## src/rtl/vector_frame_buffer_if.sv

```systemverilog
// Vector frame buffer bus: display read port, producer write port
// and swap status, grouped for the producer (master) and buffer (slave).
interface vector_frame_buffer_if #(
  parameter int ADDRESSWIDTH = 4,
  parameter int DATAWIDTH    = 18
);
  logic [ADDRESSWIDTH-1:0] rd_addr;
  logic [DATAWIDTH-1:0]    rd_data;
  logic                    frame_end;
  logic                    wr_en;
  logic [ADDRESSWIDTH-1:0] wr_addr;
  logic [DATAWIDTH-1:0]    wr_data;
  logic                    commit;
  logic                    wr_ready;
  logic                    swapped;
  logic                    front_bank;

  modport master (
    output rd_addr, frame_end, wr_en,
    output wr_addr, wr_data, commit,
    input  rd_data, wr_ready, swapped,
    input  front_bank
  );

  modport slave (
    input  rd_addr, frame_end, wr_en,
    input  wr_addr, wr_data, commit,
    output rd_data, wr_ready, swapped,
    output front_bank
  );
endinterface

```

## src/rtl/vector_frame_buffer.sv

```systemverilog
// Double-buffered vector list, swapped on display frame_end after commit.
// Define VFB_COPY_ON_SWAP_EN to copy the new front into the back after a swap.
module vector_frame_buffer #(
  parameter int ADDRESSWIDTH = 4,
  parameter int DATAWIDTH    = 18
) (
  input logic clk,
  input logic rst,
  vector_frame_buffer_if.slave bus
);
  localparam int DEPTH = 2**ADDRESSWIDTH;

`ifdef VFB_COPY_ON_SWAP_EN
  typedef enum logic [1:0] {
    IDLE, PENDING, COPY
  } state_t;
`else
  typedef enum logic [1:0] {
    IDLE, PENDING
  } state_t;
`endif

  state_t state, state_nx;
  logic   fb;
  logic   back;
  logic   swap;
  logic   wr_do;
  logic [DATAWIDTH-1:0] mem [2][DEPTH];

`ifdef VFB_COPY_ON_SWAP_EN
  logic [ADDRESSWIDTH-1:0] idx;
  logic                    cp_do;
`endif

  assign back = ~fb;

  always_comb begin
    state_nx     = state;
    swap         = 1'b0;
    wr_do        = 1'b0;
    bus.wr_ready = 1'b0;
`ifdef VFB_COPY_ON_SWAP_EN
    cp_do        = 1'b0;
`endif
    unique case (state)
      IDLE: begin
        bus.wr_ready = 1'b1;
        wr_do        = bus.wr_en;
        if (bus.commit) state_nx = PENDING;
      end
      PENDING: begin
        if (bus.frame_end) begin
          swap = 1'b1;
`ifdef VFB_COPY_ON_SWAP_EN
          state_nx = COPY;
`else
          state_nx = IDLE;
`endif
        end
      end
`ifdef VFB_COPY_ON_SWAP_EN
      COPY: begin
        cp_do = 1'b1;
        if (&idx) state_nx = IDLE;
      end
`endif
      default: state_nx = IDLE;
    endcase
  end

  always_ff @(posedge clk) begin
    if (rst) begin
      state       <= IDLE;
      fb          <= 1'b0;
      bus.swapped <= 1'b0;
    end else begin
      state       <= state_nx;
      bus.swapped <= swap;
      if (swap) fb <= ~fb;
    end
  end

`ifdef VFB_COPY_ON_SWAP_EN
  // Held at zero outside COPY so every copy pass starts at entry 0
  always_ff @(posedge clk) begin
    if (rst || !cp_do) idx <= '0;
    else               idx <= idx + 1'b1;
  end
`endif

  always_ff @(posedge clk) begin
    if (rst) begin
      for (int b = 0; b < 2; b++)
        for (int i = 0; i < DEPTH; i++)
          mem[b][i] <= '0;
    end else begin
      if (wr_do) mem[back][bus.wr_addr] <= bus.wr_data;
`ifdef VFB_COPY_ON_SWAP_EN
      if (cp_do) mem[back][idx] <= mem[fb][idx];
`endif
    end
  end

  assign bus.rd_data    = mem[fb][bus.rd_addr];
  assign bus.front_bank = fb;
endmodule
```

## src/flat_wrapper.sv

```systemverilog
// flat-port wrapper written by rule: the top's interface ports become plain ports
module vector_frame_buffer_flat 
#(
  parameter int ADDRESSWIDTH = 4,
  parameter int DATAWIDTH    = 18
)
  (clk, rst, bus_rd_addr, bus_frame_end, bus_wr_en, bus_wr_addr, bus_wr_data, bus_commit, bus_rd_data, bus_wr_ready, bus_swapped, bus_front_bank);
  vector_frame_buffer_if #(.ADDRESSWIDTH(ADDRESSWIDTH), .DATAWIDTH(DATAWIDTH)) bus_i ();
  input logic clk;
  input logic rst;
  input wire logic [$bits(bus_i.rd_addr)-1:0] bus_rd_addr;
  input wire logic [$bits(bus_i.frame_end)-1:0] bus_frame_end;
  input wire logic [$bits(bus_i.wr_en)-1:0] bus_wr_en;
  input wire logic [$bits(bus_i.wr_addr)-1:0] bus_wr_addr;
  input wire logic [$bits(bus_i.wr_data)-1:0] bus_wr_data;
  input wire logic [$bits(bus_i.commit)-1:0] bus_commit;
  output wire logic [$bits(bus_i.rd_data)-1:0] bus_rd_data;
  output wire logic [$bits(bus_i.wr_ready)-1:0] bus_wr_ready;
  output wire logic [$bits(bus_i.swapped)-1:0] bus_swapped;
  output wire logic [$bits(bus_i.front_bank)-1:0] bus_front_bank;
  assign bus_i.rd_addr = bus_rd_addr;
  assign bus_i.frame_end = bus_frame_end;
  assign bus_i.wr_en = bus_wr_en;
  assign bus_i.wr_addr = bus_wr_addr;
  assign bus_i.wr_data = bus_wr_data;
  assign bus_i.commit = bus_commit;
  assign bus_rd_data = bus_i.rd_data;
  assign bus_wr_ready = bus_i.wr_ready;
  assign bus_swapped = bus_i.swapped;
  assign bus_front_bank = bus_i.front_bank;
  vector_frame_buffer #(.ADDRESSWIDTH(ADDRESSWIDTH), .DATAWIDTH(DATAWIDTH)) u_core (.clk(clk), .rst(rst), .bus(bus_i));
endmodule
```

## config.mk

```make
export PLATFORM = sky130hd
export DESIGN_NAME = vector_frame_buffer_flat
export DESIGN_NICKNAME = d
export VERILOG_FILES = /design/src/rtl/vector_frame_buffer_if.sv /design/src/rtl/vector_frame_buffer.sv /design/src/flat_wrapper.sv
export SDC_FILE = /design/constraint.sdc
export NUM_CORES = 1
export LEC_CHECK = 0
export CORE_ASPECT_RATIO = 0.6
export CORE_MARGIN = 2
export CORE_UTILIZATION = 50
export CTS_BUF_LIST = sky130_fd_sc_hd__clkbuf_8
export DETAILED_ROUTE_END_ITERATION = 8
export PLACE_DENSITY = 0.69
export SLEW_MARGIN = 20
export SYNTH_ARGS = -nofsm -noshare
export SYNTH_HDL_FRONTEND = slang
export SYNTH_SLANG_ARGS = --single-unit
```

## constraint.sdc

```tcl
create_clock -name clk -period 2.8 [get_ports clk]
set_clock_uncertainty 0.1 [all_clocks]
set_input_delay 0.42 -clock clk [delete_from_list [all_inputs] [get_ports clk]]
set_output_delay 0.42 -clock clk [all_outputs]
set_load 0.01 [all_outputs]
```

==> flow_metrics.tcl <==
set metrics [dict create \
    min_period_ns 2.75 \
    grt_pass1_wl_um 95300 \
    max_stage_delay_ns 0.37 \
    fp.coreArea_sq_um 49400 \
    place_congestion 0.873 \
    crit_arrival_ns 2.23 \
    critPathTopFamily "buffers and inverters" \
    clk_pin_slew_worst_paths_ns 0.06 \
    layout_commonest_cell "edfxtp_1" \
    viasPerCell 5.70 \
    synth_warnings 0 \
    final_hold_viol_count 0 \
    avgSynthCellArea_sq_um 14.8 \
    syn_inst 1693 \
    port_buffers 51 \
    drive_gt1_frac 0.192 \
    netlist_area_sq_um 25100 \
    wirelength_um 64600 \
    fin_crit_sh 0.984 \
    p_leak_nw 11.5 \
    antenna_found_initial 1 \
    crit_fanout 6 \
    grt_pass1_vias 15000 \
    finalSetupTns_ns 0 \
    ioPinCount 52 \
    irDropWorstVdd_mv 0.355 \
    hold_path_class "in2reg" \
    required_ns 2.28 \
    cp_slowest_cell "dfxtp_4" \
    reg2reg_from "u_core.bus.front_bank" \
    ys_seq_area_frac 0.693 \
    cts_sinks 580 \
    worst-path-buf-inv 5 \
    dp_hpwl_um 44100 \
    chipHeight_um 177 \
    fillers 3765 \
    min_from "bus_commit" \
    cts_made_buffers 82 \
    endpoint_kind "output port" \
    fin_util 0.596 \
    cts-root-buf "clkbuf_8" \
    multi_input_area_sq_um 7400 \
    grt_max_degree 37 \
    max_clock_freq_mhz 363 \
    crit_top_cell "buf_12" \
    diodes 0 \
    cts_buffer_depth 3 \
    drt_iter0_drc 1481 \
    ys_ff_latch 580 \
    grt-ovfl-total 0 \
    layout_common_cells "edfxtp_1 (576), and2_1 (326), mux2i_1 (288)" \
    slew_violations 0 \
    fp.dieArea_sq_um 52000 \
    setup_viol 0 \
    syn_nets 1724 \
    critical_path_class "reg2out" \
    start_kind "flip-flop" \
    clock_latency_ns 0.63 \
    ys_types 29 \
    drc 0 \
    vias 14800 \
    wl_per_cell_um 24.9 \
    max-cap-violations 0 \
    grt_usage 0.252 \
    initial_utilization 0.507 \
    syn2layout_area_growth_pct 17.6 \
    cp_cell_sequence "buf_12, nor2_4, buf_12, buf_6, a22oi_1, buf_4, nand3_1, nand4_1, buf_2" \
    outcome "complete, no violations" \
    cts_tree "done" \
    nets 1919 \
    cts.htree.levels 3 \
    rsz0062_at_grt "yes" \
    relSlewSlack 0.321 \
    area.sequential_sq_um 17400 \
    die_w_um 293 \
    worstMarginPinSlew_ns 1.02 \
    ant_nets 0 \
    fp-row-count 63 \
    dr.pass1.iters 5 \
    power.density_nw_per_um2 618 \
]
-- stage by stage --
| step | instances | cell area (sq um) | power [W] | hold WS, ns | setup slack (ns) |
|---|---|---|---|---|---|
| finish | 2591 | 29500 | 0.0182 | 0.291 | 0.0459 |
| global route | 2591 | 29500 | 0.0189 | 0.298 | -0.00819 |
| CTS | 2589 | 29400 | 0.0183 | 0.242 | -0.00464 |
| detailed placement | 2427 | 27600 | 0.0123 | 0.486 | -0.454 |
| global placement | 2427 | 27600 | 0.0122 | 0.468 | -0.405 |
| floorplan | 1693 | 25100 | 0.0113 | 0.421 | 0.135 |
-- kinds of logic (layout without fill, tap and decap cells) --
group / Yosys count / count (layout) / synth area share
XOR/XNOR: 1 / 1 / 0.000350
AND/OR/NAND/NOR: 547 / 548 / 0.130
flip-flops: 580 / 580 / 0.693
multiplexers: 288 / 288 / 0.115
buffers and inverters: 116 / 363 / 0.0196
AO/OA/AOI/OAI: 161 / 161 / 0.0411
-- cell type report --
| class | count | share of cell area |
|---|---|---|
| Sequential cell | 580 | 0.590 |
| Tap cell | 650 | 0.0276 |
| Clock inverter | 53 | 0.00866 |
| Inverter | 2 | 0.000255 |
| Multi-Input combinational cell | 998 | 0.251 |
| Clock buffer | 84 | 0.0392 |
| Timing Repair Buffer | 224 | 0.0835 |
-- worst paths after layout --
path,end,slack [ns],cells past startpoint
setup / recovery,bus_rd_data[0],0.05,9
hold / removal,u_core.state[0],0.29,3
setup reg to reg,u_core.mem[1][190],0.41,4
hold reg to reg,u_core.state[0],0.50,2
-- worst register-to-register path: stages (launching register included) --
cell and delay (ns):
dfxtp_1 0.57, inv_1 0.21, a21oi_2 0.85, a21oi_2 0.11, buf_4 0.27
-- Yosys cell counts --
library cell | n | share of area
a21oi_1 | 70 | 0.014
a22oi_1 | 90 | 0.027
and2_1 | 327 | 0.082
and2b_1 | 4 | 0.0012
and4_1 | 1 | 0.00035
buf_1 | 9 | 0.0013
buf_2 | 35 | 0.0070
buf_4 | 1 | 0.00030
clkbuf_1 | 62 | 0.0093
clkbuf_2 | 7 | 0.0014
dfxtp_1 | 4 | 0.0032
edfxtp_1 | 576 | 0.69
inv_1 | 2 | 0.00030
mux2i_1 | 288 | 0.12
nand2_1 | 68 | 0.010
nand2_2 | 6 | 0.0015
nand2b_1 | 2 | 0.00050
nand3_1 | 76 | 0.015
nand4_1 | 18 | 0.0045
nand4_4 | 1 | 0.00085
nor2_1 | 7 | 0.0010
nor2_2 | 1 | 0.00025
nor2_4 | 12 | 0.0054
nor2b_1 | 2 | 0.00050
nor3_4 | 1 | 0.00065
nor3b_4 | 3 | 0.0022
o21ai_0 | 1 | 0.00020
or2_2 | 18 | 0.0045
xnor2_1 | 1 | 0.00035
-- routing by layer --
layer | vias to the layer above | track usage | part of all wire
met1 | 7448 | 0.348 | 0.43
met3 | 119 | 0.0413 | 0.061
met4 | 0 | 0.0690 | 0.024
met2 | 513 | 0.418 | 0.48
met5 | - | 0 | 0
li1 | 6695 | - | -
-- power by group --
part | switching, W | total [W] | leakage [nW] | internal (W)
clock | 0.00316 | 0.00603 | 0.810 | 0.00287
combinational | 0.00119 | 0.00196 | 4.73 | 0.000771
sequential | 0.000136 | 0.0102 | 5.95 | 0.0101
-- flip-flops by register name, summed over array words and instances, names as in the netlist, named ones only --
register	count
u_core.mem	576
u_core.bus.front_bank	1
u_core.bus.swapped	1
u_core.state	1
-- what timing repair did --
item,CTS,global route
hold endpoints to repair,0,0
pin swaps,20,12
setup endpoints to repair,18,11
resized for setup,96,15
setup buffers,19,2
hold buffers,0,0
gates cloned,6,1
Power figures use the tool's default switching activity.
